### config.mk
export PLATFORM = sky130hd
export DESIGN_NAME = periph_bus_decoder
export DESIGN_NICKNAME = d
export VERILOG_FILES = /design/src/rtl/reg_map_pkg.sv /design/src/rtl/periph_bus_decoder.sv
export SDC_FILE = /design/constraint.sdc
export NUM_CORES = 1
export LEC_CHECK = 0
export CORE_ASPECT_RATIO = 1.5
export CORE_MARGIN = 4
export CORE_UTILIZATION = 41
export CTS_BUF_LIST = sky130_fd_sc_hd__clkbuf_2 sky130_fd_sc_hd__clkbuf_4 sky130_fd_sc_hd__clkbuf_8
export DETAILED_ROUTE_END_ITERATION = 8
export PLACE_DENSITY = 0.84
export SLEW_MARGIN = 20
export SYNTH_ARGS = -nofsm -noshare
export SYNTH_HDL_FRONTEND = slang
export SYNTH_SLANG_ARGS = --single-unit
### constraint.sdc
create_clock -name clk -period 2 [get_ports clk]
set_input_delay 0.3 -clock clk [delete_from_list [all_inputs] [get_ports clk]]
set_output_delay 0.3 -clock clk [all_outputs]
set_load 0.1 [all_outputs]
### src/rtl/reg_map_pkg.sv
// reg_map_pkg
//   Peripheral address map shared by the bus decoder and anything that needs to
//   know where a byte address lands.
//   - Fixed register addresses (reset control, bus-error address).
//   - Target enum (indexes the per-target request/ready/rdata vectors).
//   - decode_addr(): pure address -> {kind, target} decode.
package reg_map_pkg;

  localparam logic [31:0] R_RESET_CTRL     = 32'hf800_0000;
  localparam logic [31:0] R_BUS_ERR_ADDR   = 32'hf800_0004;
  localparam logic [31:0] BASE_ILA_RAM     = 32'hf810_0000;
  localparam logic [31:0] BASE_SCRATCH_RAM = 32'hf820_0000;
  localparam logic [31:0] BASE_OVERLAY_RAM = 32'hf830_0000;
  localparam logic [31:0] BASE_PERIPH      = 32'hf800_0000;

  typedef enum logic [1:0] {TGT_MEM, TGT_ILA, TGT_SCR, TGT_OVL} tgt_e;
  localparam int NUM_TGT = 4;

  // Read data returned to the CPU when a target is aborted by the watchdog.
  localparam logic [31:0] BUS_TIMEOUT_DATA = 32'hDEAD_BEEF;

  // Where an access goes: an external target, one of the two local registers,
  // or nowhere (answered locally with zero).
  typedef enum logic [1:0] {DEC_EXT, DEC_RC, DEC_EA, DEC_UNMAP} dec_kind_e;

  typedef struct packed {
    dec_kind_e kind;
    tgt_e      sel;   // meaningful only when kind == DEC_EXT
  } dec_t;

  typedef struct packed {
    logic [31:0] addr;
    logic [31:0] wdata;
    logic [3:0]  wstrb;
  } bus_req_t;

  // The exact-match registers sit inside the 0xf80x_xxxx window, so they are
  // tested first; the rest of that window falls through to UNMAPPED.
  function automatic dec_t decode_addr(input logic [31:0] addr);
    dec_t d;
    d.kind = DEC_EXT;
    d.sel  = TGT_MEM;
    if (addr == R_RESET_CTRL)          d.kind = DEC_RC;
    else if (addr == R_BUS_ERR_ADDR)   d.kind = DEC_EA;
    else if (addr[31:20] == 12'hf81)   d.sel  = TGT_ILA;
    else if (addr[31:20] == 12'hf82)   d.sel  = TGT_SCR;
    else if (addr[31:20] == 12'hf83)   d.sel  = TGT_OVL;
    else if (addr < BASE_PERIPH)       d.sel  = TGT_MEM;
    else                               d.kind = DEC_UNMAP;
    return d;
  endfunction

endpackage

### src/rtl/periph_bus_decoder.sv
// periph_bus_decoder
//   Routes each CPU data-bus access to MEM / ILA / SCRATCH / OVERLAY, answers the
//   reset-control and bus-error-address registers locally, answers unmapped
//   accesses with zero, and aborts any target that holds off ready too long.
//
//   clk, rst_n            clock, async active-low reset
//   cpu_valid/addr/wdata/wstrb   CPU request (wstrb==0 is a read)
//   cpu_rdata, cpu_ready  one-cycle completion pulse with read data
//   tgt_valid[NUM_TGT]    per-target request, one-hot, indexed by tgt_e
//   tgt_addr/wdata/wstrb  shared registered copy of the accepted request
//   tgt_ready, tgt_rdata  per-target completion and read data
//   rst_ctrl              reset-control register
//   bus_err               sticky timeout flag, cleared by writing R_BUS_ERR_ADDR
module periph_bus_decoder
  import reg_map_pkg::*;
#(
  parameter int          TIMEOUT_CYCLES  = 1024,
  parameter logic [31:0] RESET_CTRL_INIT = 32'h0000_0000
) (
  input  logic                        clk,
  input  logic                        rst_n,
  input  logic                        cpu_valid,
  input  logic [31:0]                 cpu_addr,
  input  logic [31:0]                 cpu_wdata,
  input  logic [3:0]                  cpu_wstrb,
  output logic [31:0]                 cpu_rdata,
  output logic                        cpu_ready,
  output logic [NUM_TGT-1:0]          tgt_valid,
  output logic [31:0]                 tgt_addr,
  output logic [31:0]                 tgt_wdata,
  output logic [3:0]                  tgt_wstrb,
  input  logic [NUM_TGT-1:0]          tgt_ready,
  input  logic [NUM_TGT-1:0][31:0]    tgt_rdata,
  output logic [31:0]                 rst_ctrl,
  output logic                        bus_err
);

  localparam int             CW       = $clog2(TIMEOUT_CYCLES);
  localparam logic [CW-1:0]  CNT_LAST = CW'(TIMEOUT_CYCLES - 1);

  typedef enum logic [1:0] {S_IDLE, S_ISSUE, S_RESP} state_e;

  state_e        state;
  dec_t          dec_in, dec_q;
  logic [CW-1:0] wd_cnt;
  logic [31:0]   rdata_q;
  logic [31:0]   err_addr;
  logic [31:0]   rc_next;

  assign dec_in = decode_addr(cpu_addr);

  // Byte-strobed merge of the latched write data into the reset-control register.
  always_comb begin
    rc_next = rst_ctrl;
    for (int b = 0; b < 4; b++)
      if (tgt_wstrb[b]) rc_next[8*b +: 8] = tgt_wdata[8*b +: 8];
  end

  always_ff @(posedge clk or negedge rst_n) begin
    if (!rst_n) begin
      state     <= S_IDLE;
      dec_q     <= '{kind: DEC_UNMAP, sel: TGT_MEM};
      wd_cnt    <= '0;
      rdata_q   <= '0;
      err_addr  <= '0;
      cpu_rdata <= '0;
      cpu_ready <= 1'b0;
      tgt_valid <= '0;
      tgt_addr  <= '0;
      tgt_wdata <= '0;
      tgt_wstrb <= '0;
      rst_ctrl  <= RESET_CTRL_INIT;
      bus_err   <= 1'b0;
    end else begin
      cpu_ready <= 1'b0;
      case (state)
        S_IDLE: begin
          // The CPU holds cpu_valid through the cpu_ready cycle; refusing to
          // accept while cpu_ready is high stops that from re-issuing the
          // request that just completed.
          if (cpu_valid && !cpu_ready) begin
            tgt_addr  <= cpu_addr;
            tgt_wdata <= cpu_wdata;
            tgt_wstrb <= cpu_wstrb;
            dec_q     <= dec_in;
            wd_cnt    <= '0;
            rdata_q   <= '0;
            if (dec_in.kind == DEC_EXT) begin
              tgt_valid <= NUM_TGT'(1) << dec_in.sel;
              state     <= S_ISSUE;
            end else begin
              state     <= S_RESP;
            end
          end
        end

        S_ISSUE: begin
          // Ready is checked before the watchdog so a response on the final
          // allowed cycle completes normally.
          if (tgt_ready[dec_q.sel]) begin
            rdata_q   <= tgt_rdata[dec_q.sel];
            tgt_valid <= '0;
            state     <= S_RESP;
          end else if (wd_cnt == CNT_LAST) begin
            rdata_q   <= BUS_TIMEOUT_DATA;
            tgt_valid <= '0;
            bus_err   <= 1'b1;
            err_addr  <= tgt_addr;
            state     <= S_RESP;
          end else begin
            wd_cnt    <= wd_cnt + 1'b1;
          end
        end

        S_RESP: begin
          cpu_ready <= 1'b1;
          state     <= S_IDLE;
          case (dec_q.kind)
            DEC_RC: begin
              cpu_rdata <= rst_ctrl;
              if (tgt_wstrb != 4'h0) rst_ctrl <= rc_next;
            end
            DEC_EA: begin
              cpu_rdata <= err_addr;
              // Any write acknowledges the error; the logged address stays.
              if (tgt_wstrb != 4'h0) bus_err <= 1'b0;
            end
            DEC_UNMAP: cpu_rdata <= '0;
            default:   cpu_rdata <= rdata_q;
          endcase
        end

        default: state <= S_IDLE;
      endcase
    end
  end

endmodule

Word-level counts from Yosys, hierarchy flattened
Index checks and enable logic that the tools add are counted.
- reductions and logical operators: 18
- add/subtract/negate cells: 1
- shift operators: 1
- bitwise gates (word level): 1
- order comparisons: 2
- multiplexer cells: 40
- equal/unequal tests: 19
- operators by type and width (operator ; number):
    2-to-1 mux 32 bit ; 4
    one-hot mux 32 bit (3 select lines) ; 1
    binary-select mux 32 bit (select 2 bit) ; 1
    equality test 32 bit (second input constant) ; 2
    one-hot mux 32 bit (2 select lines) ; 1
    equality test 12 bit (second input constant) ; 3
    < comparator 32 bit (second input constant) ; 1
    2-to-1 mux 10 bit ; 3
    2-to-1 mux 2 bit ; 15
    AND reduction 4 bit ; 6
    one-hot mux 10 bit (2 select lines) ; 1
    2-to-1 mux 4 bit ; 4
    != test 2 bit (second input constant) ; 7
    adder 10 x 1 -> 10 bit (second input constant) ; 1
    equality test 10 bit (second input constant) ; 1
    one-hot mux 4 bit (2 select lines) ; 1
    equality test 2 bit (second input constant) ; 3
    2-to-1 mux 1 bit ; 6
    AND reduction 3 bit ; 2
    AND reduction 5 bit ; 1
    equality test 2 x 1 -> 1 bit (second input constant) ; 2
    zero test 2 bit ; 2
    one-hot mux 2 bit (2 select lines) ; 1
    AND reduction 2 bit ; 2
    other kinds (10) ; 11
- logic and storage cells: 99
- output and inout port bits: 138
- input port bits: 203
- bits in registers: 218

Depth between registers and ports, before layout
Gate-level depths: netlist (run 1).
- depth in word-level cells: 11
- gate-level depth with buffers: 6
- gate-level depth less buffers: 5

Least setup slack after synthesis (run 1)
Ideal clock, no wire load.
- path type: reg2reg
- from: register cpu_ready
- to: register tgt_wstrb[3]
- period minus slack after synthesis: 2298 ps
- cell stages (with the launch flop): 7
- library setup time: 120 ps
- arrival: 2178 ps
- buffers on the path: 3
- path slack: -298 ps
- required time: 1880 ps
- path through: dfrtp_1 or4b_2 clkbuf_1 clkbuf_1 buf_1 nand2_1 nand2_1
- cells in the longest elaborated chain, start to end: 3
- RTL lines (what ; RTL line ; text):
    from (decl) ; periph_bus_decoder.sv:27 ; output logic cpu_ready,
    from (signal assigned) ; periph_bus_decoder.sv:67 ; cpu_ready <= 1'b0;
    from (signal assigned) ; periph_bus_decoder.sv:75 ; cpu_ready <= 1'b0;
    from (signal assigned) ; periph_bus_decoder.sv:116 ; cpu_ready <= 1'b1;
    zero test 1 bit ; periph_bus_decoder.sv:81 ; if (cpu_valid && !cpu_ready) begin
    logical AND 1 bit ; periph_bus_decoder.sv:81 ;
    AND reduction 2 bit (no source line) ; -- ;
    to (signal assigned) ; periph_bus_decoder.sv:84 ; tgt_wstrb <= cpu_wstrb;
    to (decl) ; periph_bus_decoder.sv:31 ; output logic [3:0] tgt_wstrb,
No other way between the ends.
A chain may end at the register's enable or synchronous reset.

Worst setup path after layout (run 1)
- from: register dec_q[0] (netlist bit)
- to: register wd_cnt[9]
- cells in the longest elaborated chain, start to end: 4
- RTL lines (what ; RTL line ; text):
    from (decl) ; periph_bus_decoder.sv:44 ; dec_t dec_in, dec_q;
    from (signal assigned) ; periph_bus_decoder.sv:62 ; dec_q <= '{kind: DEC_UNMAP, sel: TGT_MEM};
    from (signal assigned) ; periph_bus_decoder.sv:85 ; dec_q <= dec_in;
    binary-select mux 1 bit (select 2 bit) ; periph_bus_decoder.sv:100 ; if (tgt_ready[dec_q.sel]) begin
    2-to-1 mux 1 bit (implied by the code) ; periph_bus_decoder.sv:100 ;
    != test 2 bit (no source line) ; -- ;
    AND reduction 4 bit (no source line) ; -- ;
    to (signal assigned) ; periph_bus_decoder.sv:111 ; wd_cnt <= wd_cnt + 1'b1;
    to (decl) ; periph_bus_decoder.sv:45 ; logic [CW-1:0] wd_cnt;
No other way between the ends. The select of a mux whose other input is x is not followed.

==> metrics, run 1 <==
crit path launch type flop; Seq cells post-synth 218; Crit. End Element flop; Top Usage Layer GRT met2; IO Count roughly 340; Root Driver clkbuf_8; clk_lat worst skew 510 ps; number of setup violations in the final report 0; reg-to-reg critical path startpoint dec_q[0]; filler instances 1895; clock tree buffer depth 3; final setup margin 52.2 ps; Post-synth top cells nand2_1 (245), dfrtp_1 (216), o21ai_0 (86); grt met3 use 3.85%; skew final about 17 ps; largest family of logic cells by synthesized area multiplexers; worst slew pin tran 851 ps; Vias per Instance 5.31; DIE HEIGHT a little under 200 µm; f_max around 0.51 GHz; Synth area leaders dfrtp_1 (54%), nand2_1 (9.3%), mux4_2 (7.5%); htree depth 2; Pre-antenna DRT Iters 4; HP Class in2async; CTS Buf Count 34; port bufs 340; Routed Antenna Nets 0; RSZ-0062 raised after global routing true; CTS tree yes; P&R area growth vs syn 44.9%; mux cell area share after synthesis 17.5%; most frequent cell after synthesis nand2_1; Place WS -308 ps; Iter 0 DRT Violations 473; Synth cell types 46; Num Clock Sinks 218; WHS ~320 ps; Max Cap Viol 0; max-slew violation count 0; number of global-route vias before repair 9135; floorplan core area 23700 µm²; clk slew on worst S/H paths 70 ps; XOR/XNOR Fraction of Synth Area 0%; Post-Synth Simple-Gate Area between 10 and 15%; FF+latch area approximately 5500 µm²; setup TNS 0 ps; Synth Instances 922; Initial Util 41.8%; top_reg_cell synth dfrtp_1; GRT Overall Usage 23.6%; Synth Area in Adders 0.126%; Critical Path AT 2370 ps; multi-input logic area 4260 µm²; routability cong. 0.885; share of cells above drive strength 1 around 28%; Seq/Total Area, Yosys 55.0%; period utilization 97.4%; Relative slew margins about 43%; Async S/R FF share, synth 100%; GR Util met2 42.8%; Final Routed Wirelength roughly 32000 µm; M1 GR Usage 27.5%; Overflow after GRT 0; initial antenna violation count 2; CP Class reg2reg; Die X about 140 µm; Rows between 60 and 70; pin count of the biggest net entering global routing 58; worst-path fanout max 6; Post-Syn Nets 1126; first-pass GRT wire length 49800 µm; status completed; via count 8653; crit path launch dec_q[0]; NumNets Final about 1500; EDFF count, synth 0; wire per inst approximately 20 µm; fin crit period 1950 ps; post-DP HPWL 25400 µm; Hold Vio Cnt, Final 0; YS warnings 0; DR DRC count 0; fin util 60.6%; WP data required 2430 ps; Die Area approximately 27000 µm²; Compound-Gate Fraction of Synth Area between 10% and 20%; syn_area_per_cell 10.8 µm²; Yosys top cell area share a little over half; largest area contributor in the netlist dfrtp_1; Synth Cell Area 9930 µm²
cells in the final DEF (no fill, tap or decap), types with 3 or more instances in the layout:
cell type,n
nand3_1,15
clkbuf_8,41
a21oi_1,27
dfrtp_1,213
nand4_1,3
mux2_2,65
clkdlybuf4s50_1,201
nor2_1,37
a22o_1,8
or3_1,3
mux2i_1,26
nor3_1,4
diode_2,3
o211ai_1,27
buf_4,183
clkbuf_4,9
or4_1,4
nor4_1,5
o31ai_1,3
buf_6,3
mux4_2,33
nand2_1,245
buf_12,7
o21ai_0,85
inv_1,5
a221oi_1,10
path summary, 6_finish.rpt:
kind | endpoint | slack (ps) | cells after the start
min reg2reg | cpu_rdata[19] | 480 | 2
max | wd_cnt[9] | 50 | 4
min | tgt_addr[25] | 320 | 2
min in group clk | tgt_wdata[15] | 320 | 3
max reg2reg | wd_cnt[9] | 50 | 4
max in group asynchronous | err_addr[4] | 960 | 3
metrics by stage:
step / cell area, µm² / instances
3_3_place_gp: 13700 / 1571
5_1_grt: 14400 / 1628
4_1_cts: 14300 / 1625
6_report: 14400 / 1629
3_5_place_dp: 13700 / 1571
2_1_floorplan: 9960 / 922
logic make-up after synthesis:
| group | after synthesis |
|---|---|
| AO/OA/AOI/OAI | 176 |
| adder cells (fa/ha/maj) | 1 |
| buffers and inverters | 70 |
| flip-flops | 218 |
| multiplexers | 124 |
| AND/OR/NAND/NOR | 333 |
cell type report:
cell class / instances / area share (%)
diodes: 3 / 0.0522
repair buffers: 396 / 24.9
clock inverters: 3 / 0.122
well taps: 319 / 2.77
clock buffers: 50 / 4.39
flip-flops and latches: 218 / 38.0
multi-input cells: 634 / 29.6
inverters: 6 / 0.157
worst max-delay path, stage by stage (launching register included):
cell and delay (ps):
dfrtp_2 400, mux4_2 550, a2111o_1 370, or4_1 410
a21oi_1 150
state kept, by name, indices dropped and copies added, names as in the netlist, 4 cells and up:
register	flops
tgt_wdata	32
tgt_wstrb	4
rst_ctrl	32
cpu_rdata	32
tgt_valid	4
wd_cnt	10
rdata_q	32
dec_q	4
err_addr	32
tgt_addr	32
layer usage:
layer | routed length [µm] | share of wire [%] | vias to the layer above
met5 | 0 | 0 | -
met4 | 1300 | 4.0 | 0
met3 | 1910 | 5.9 | 66
met2 | 17100 | 53 | 336
met1 | 12000 | 37 | 4249
li1 | - | - | 4002
timing repair:
| action | CTS | global route |
|---|---|---|
| setup endpoints to repair | 1 | 42 |
| gates resized for setup | 1 | 9 |
| pin swaps | 0 | 2 |
| buffers inserted | 0 | 1 |
| hold buffers | 1 | 0 |
| hold endpoints to repair | 49 | 0 |
Power of run 1 is left out: the tool's default activity adds up to more than one toggle a clock period on the data nets, which glitch-free logic cannot reach.
==> inputs of run 2 (changes only) <==
--- a/config.mk
+++ b/config.mk
@@ -5,7 +5,7 @@
 export SDC_FILE = /design/constraint.sdc
 export NUM_CORES = 1
 export LEC_CHECK = 0
-export CORE_ASPECT_RATIO = 1.5
+export CORE_ASPECT_RATIO = 0.7
 export CORE_MARGIN = 4
 export CORE_UTILIZATION = 41
 export CTS_BUF_LIST = sky130_fd_sc_hd__clkbuf_2 sky130_fd_sc_hd__clkbuf_4 sky130_fd_sc_hd__clkbuf_8
==> run 2 against run 1 <==
Against the previous run:
- worst hold slack worse by 9.7 ps
- maximum frequency down 2.7%
- worst setup slack worse by 54 ps
- critical endpoint is now wd_cnt[5]
- the run now ends with setup timing left
- count of clock-buffer cells in the layout up 3
==> metrics, run 2 (synthesis gave the netlist of run 1 again) <==
worst-path fanout max 4 (-2); Die Area 26800 µm² (about the same); most frequent cells in the layout nand2_1 (245), dfrtp_1 (213), clkdlybuf4s50_1 (201), buf_4 (192), o21ai_0 (86); HP Class in2reg; floorplan core area 23800 µm² (about the same); GRT Overall Usage 25.5% (+1.9 points); Iter 0 DRT Violations 572 (+21%); Rows 47 (-32%); hold path start cpu_wdata[27]; clk_lat worst skew 520 ps (about the same); NumNets Final 1510 (+1.1%); Hold Path End tgt_wdata[27]; period utilization 100% (+2.7 points); Crit. End Element flop; number of setup violations in the final report 1 (+1); pin count of the biggest net entering global routing 59 (+1.7%); DR DRC count 0 (unchanged); CTS Buf Count 36 (+5.9%); initial antenna violation count 0 (-2); Vias per Instance 5.47 (+2.9%); FF+latch area 5460 µm² (unchanged); worst reg2reg path depth 4 (unchanged); post-DP HPWL 27700 µm (+9.1%); clock tree buffer depth 3 (unchanged); hold depth 3; CP peak stage delay 580 ps (+30 ps); Place WS -346 ps (-38.9 ps); R2R Setup Slk -2 ps (-50 ps); number of global-route vias before repair 9077 (-0.63%); via count 8985 (+3.8%); Num Clock Sinks 218 (unchanged); CP cell instances mux4_2 -> a311o_1 -> or4_4 -> a21oi_2; CP max stage cell mux4_2; fin crit period 2000 ps (+54.3 ps); CP Class reg2reg; RSZ-0062 raised after global routing true; IO Count 341 (unchanged); Root Driver clkbuf_8; DIE HEIGHT 138 µm (-30%); reg2reg end wd_cnt[5]; reg-to-reg critical path startpoint dec_q[0]; clk slew on worst S/H paths 60 ps (about the same); status finished with violations; Initial Util 41.8% (about the same); P&R area growth vs syn 46.7%; commonest non-fill, non-tap cell in the layout nand2_1; crit path buf inv count 0 (unchanged); Hold Vio Cnt, Final 0 (unchanged); multi-input logic area 4240 µm² (-0.44%); # diodes 0 (-3); skew final 19.5 ps (+2.03 ps); violated checks setup timing; share of cells above drive strength 1 28.7% (+1.0 points); Relative slew margins 57.2% (+14 points); CTS tree yes; Final Routed Wirelength 35500 µm (+10%); f_max 0.499 GHz (-2.7%); Overflow after GRT 0 (unchanged); port bufs 340 (unchanged); first-pass GRT wire length 53600 µm (+7.7%); htree depth 2 (unchanged); WP data required 2430 ps (about the same); filler instances 1904 (+0.47%); Pre-antenna DRT Iters 5 (+1); wire per inst 21.6 µm (+9.0%); worst slew pin tran 638 ps (-213 ps); max-slew violation count 0 (unchanged); final setup margin -2.16 ps (-54.3 ps); crit path launch type flop; Critical Path AT 2430 ps (+60 ps); CP delay by family, top multiplexers; Max Cap Viol 0 (unchanged); Die X 194 µm (+44%); routability cong. 0.901 (+1.7%); Routed Antenna Nets 0 (unchanged)
## run 2: cell count changes in the layout (fill, tap and decap cells not counted), sizes merged
cell / before / now
clkbuf: 50 / 55
diode: 3 / 0
buf: 194 / 206
inv: 5 / 6
clkinv: 3 / 4
## run 2: repair_timing
item                       in CTS  in global routing
setup endpoints to repair       4                 43
hold endpoints to repair       50                  0
setup buffers                   2                  1
hold buffers                    1                  0
gates resized for setup         3                  4
cloned                          0                  3
pin swaps                       1                  2
## run 2: area by class of cell
type / instances / share of cell area, %
well taps: 318 / 2.73
multi-input cells: 634 / 29.1
inverters: 6 / 0.155
clock buffers: 53 / 4.45
clock inverters: 5 / 0.215
flip-flops and latches: 218 / 37.5
repair buffers: 410 / 25.8
## run 2: worst max-delay path by stage
stage / startpoint / to / slack, ps / depth (start not counted)
floorplan: dec_q[0] / wd_cnt[6] / 2 / 6
global placement: tgt_ready[3] / wd_cnt[9] / -290 / 5
detailed placement: tgt_ready[3] / wd_cnt[5] / -350 / 5
CTS: dec_q[0] / err_addr[2] / 8 / 5
global route: dec_q[0] / wd_cnt[9] / -50 / 4
finish: dec_q[0] / wd_cnt[5] / -2 / 4
## run 2: stage by stage
| stage | cells | utilization, % | instance area [µm²] | hold WS (ps) | TNS [ps] |
|---|---|---|---|---|---|
| finish | 1644 | 61.3 | 14600 | 306 | -2.16 |
| global route | 1644 | 61.3 | 14600 | 301 | -1240 |
| CTS | 1640 | 60.9 | 14500 | 279 | 0 |
| detailed placement | 1579 | 57.9 | 13800 | 259 | -15610 |
| global placement | 1579 | 57.9 | 13800 | 255 | -11690 |
| floorplan | 922 | - | 9960 | 4.41 | 0 |
## run 2: routing by layer
| layer | global-route usage [%] | vias to the layer above | part of all wire (%) |
|---|---|---|---|
| li1 | - | 4032 | - |
| met1 | 35.1 | 4476 | 43 |
| met2 | 41.5 | 435 | 47 |
| met3 | 6.23 | 42 | 7.9 |
| met4 | 5.73 | 0 | 1.7 |
| met5 | 0 | - | 0 |
## run 2: worst register-to-register path, cell delays in order (launching register included)
cell	delay (ps)
dfrtp_2	400
mux4_2	580
a311o_1	360
or4_4	430
a21oi_2	150
Power of run 2 is left out for the same reason.
==> inputs of run 3 (changes only) <==
--- a/config.mk
+++ b/config.mk
@@ -10,7 +10,7 @@
 export CORE_UTILIZATION = 41
 export CTS_BUF_LIST = sky130_fd_sc_hd__clkbuf_2 sky130_fd_sc_hd__clkbuf_4 sky130_fd_sc_hd__clkbuf_8
 export DETAILED_ROUTE_END_ITERATION = 8
-export PLACE_DENSITY = 0.84
+export PLACE_DENSITY = 0.81
 export SLEW_MARGIN = 20
 export SYNTH_ARGS = -nofsm -noshare
 export SYNTH_HDL_FRONTEND = slang
==> constraint.sdc (replaced) <==
create_clock -name clk -period 1.9 [get_ports clk]
set_input_delay 0.285 -clock clk [delete_from_list [all_inputs] [get_ports clk]]
set_output_delay 0.285 -clock clk [all_outputs]
set_load 0.1 [all_outputs]
==> run 3 against run 2 <==
Against the previous run:
- the run still ends with setup timing left
- utilization is 0.76 points higher
- via count is 1.0% lower
- die area stayed put
- critical path depth stayed put
- critical endpoint is now wd_cnt[9]
- wire length is 2.0% lower
- critical path type unchanged
- count of clock-buffer cells in the layout is 2 higher
- sequential share of layout area is 0.46 points lower
- first-iteration DRC count is 7.0% higher
- clock skew is 2.6 ps higher
- sequential cell count stayed put
- worst setup slack worse by 120 ps
- global-route usage is 0.69 points lower
==> metrics, run 3 (synthesis gave the netlist of run 1 again) <==
filler-free cell count of the finished design 1644 (unchanged); htree depth 2 (unchanged); clk slew on worst S/H paths 60 ps (about the same); fin area 14800 µm² (+1.2%); floorplan core area 23800 µm² (unchanged); Vias per Instance 5.41 (-1.0%); Crit. End Element flop; Pre-antenna DRT Iters 5 (unchanged); WP data required 2330 ps (-100 ps); Rows 47 (unchanged); Num Clock Sinks 218 (unchanged); NumNets Final 1508 (-0.13%); RSZ-0062 raised after global routing true; skew final 22.1 ps (+2.61 ps); post-DP HPWL 26800 µm (-3.0%); P&R area growth vs syn 48.5%; max-slew violation count 0 (unchanged); DIE HEIGHT 138 µm (unchanged); hold path start cpu_wdata[9]; Root Driver clkbuf_8; pin count of the biggest net entering global routing 60 (+1.7%); CP cell instances mux4_2 -> a2111o_1 -> or4_1 -> a21oi_1; clk_lat worst skew 520 ps (about the same); first-pass GRT wire length 52600 µm (-1.9%); port bufs 340 (unchanged); HP Class in2reg; worst slew pin tran 519 ps (-119 ps); Die X 194 µm (unchanged); most frequent cells in the layout nand2_1 (245), dfrtp_1 (213), clkdlybuf4s50_1 (201), buf_4 (183), o21ai_0 (83); Routed Antenna Nets 0 (unchanged); reg-to-reg critical path startpoint dec_q[0]; Critical Path AT 2450 ps (+20 ps); period utilization 106% (+6.3 points); final setup margin -121 ps (-119 ps); Relative slew margins 65.2% (+8.0 points); status finished with violations; number of setup violations in the final report 38 (+37); R2R Setup Slk -120 ps (-120 ps); number of global-route vias before repair 9035 (-0.46%); f_max 0.495 GHz (-0.94%); wire per inst 21.2 µm (-2.0%); GRT Overall Usage 24.8% (-0.69 points); crit path launch type flop; CTS Buf Count 35 (-2.8%); violated checks setup timing; initial antenna violation count 2 (+2); worst-path fanout max 5 (+1); CP Class reg2reg; CTS tree yes; Die Area 26800 µm² (unchanged); fin crit period 2020 ps (+18.9 ps); crit path launch dec_q[0]; routability cong. 0.883 (-2.0%); commonest non-fill, non-tap cell in the layout nand2_1; via count 8894 (-1.0%); Initial Util 41.8% (unchanged); fin util 62.1% (+0.76 points); WHS 305 ps (-1.87 ps); share of cells above drive strength 1 28.9% (+0.17 points); Final Routed Wirelength 34800 µm (-2.0%); clock tree buffer depth 3 (unchanged); CP max stage cell mux4_2; Post-DP Area 13800 µm² (+0.56%); Iter 0 DRT Violations 612 (+7.0%); Overflow after GRT 0 (unchanged); Max Cap Viol 0 (unchanged); Hold Vio Cnt, Final 0 (unchanged); Inst Count DP 1578 (-0.063%); DR DRC count 0 (unchanged); IO Count 341 (unchanged); CP peak stage delay 580 ps (about the same)
==> run 3: cell types whose count changed in the layout (fill, tap and decap cells not counted), sizes merged <==
cell,delta
clkinv,-3
bufinv,+1
clkbuf,+1
diode,+1
==> run 3: worst max-delay path, delay by kind of cell (launching register included) <==
kind | cells | cell delay [ps]
simple gates | 1 | 440
mux | 1 | 580
compound gates | 2 | 540
flops | 1 | 390
==> run 3: metal layers <==
metal | vias up | track usage (%) | part of all wire (%)
li1 | 4044 | - | -
met1 | 4399 | 35.0 | 44
met3 | 55 | 6.54 | 8.1
met4 | 2 | 6.07 | 2.1
met2 | 394 | 38.8 | 45
met5 | - | 0 | 0.037
==> run 3: what timing repair did <==
item,in CTS,in global routing
cloned,0,2
setup buffers,1,3
endpoints found under the hold margin,54,0
setup endpoints to repair,46,99
gates resized for setup,5,14
hold buffers,1,0
pin swaps,4,1
==> run 3: metrics by stage <==
step / setup TNS, ps / worst slack (ps)
CTS: -1460 / -60.3
detailed placement: -26390 / -413
finish: -1840 / -121
floorplan: -50.4 / -50.4
global placement: -23410 / -349
global route: -6080 / -168
==> run 3: final cells by class <==
type,count,area (µm²)
Antenna cell,1,2.50
Clock buffer,55,694
Clock inverter,3,46.3
Fill cell,1851,9010
Inverter,6,22.5
Multi-Input combinational cell,634,4280
Sequential cell,218,5460
Tap cell,318,398
Timing Repair Buffer,409,3840
==> run 3: worst paths after layout <==
path	endpoint	depth (start not counted)
max	wd_cnt[9]	4
min	tgt_wdata[9]	3
max reg2reg	wd_cnt[9]	4
min reg2reg	cpu_rdata[23]	2
max in group asynchronous	dec_q[2]	3
min in group asynchronous	tgt_wdata[30]	2
Power of run 3 is left out for the same reason.
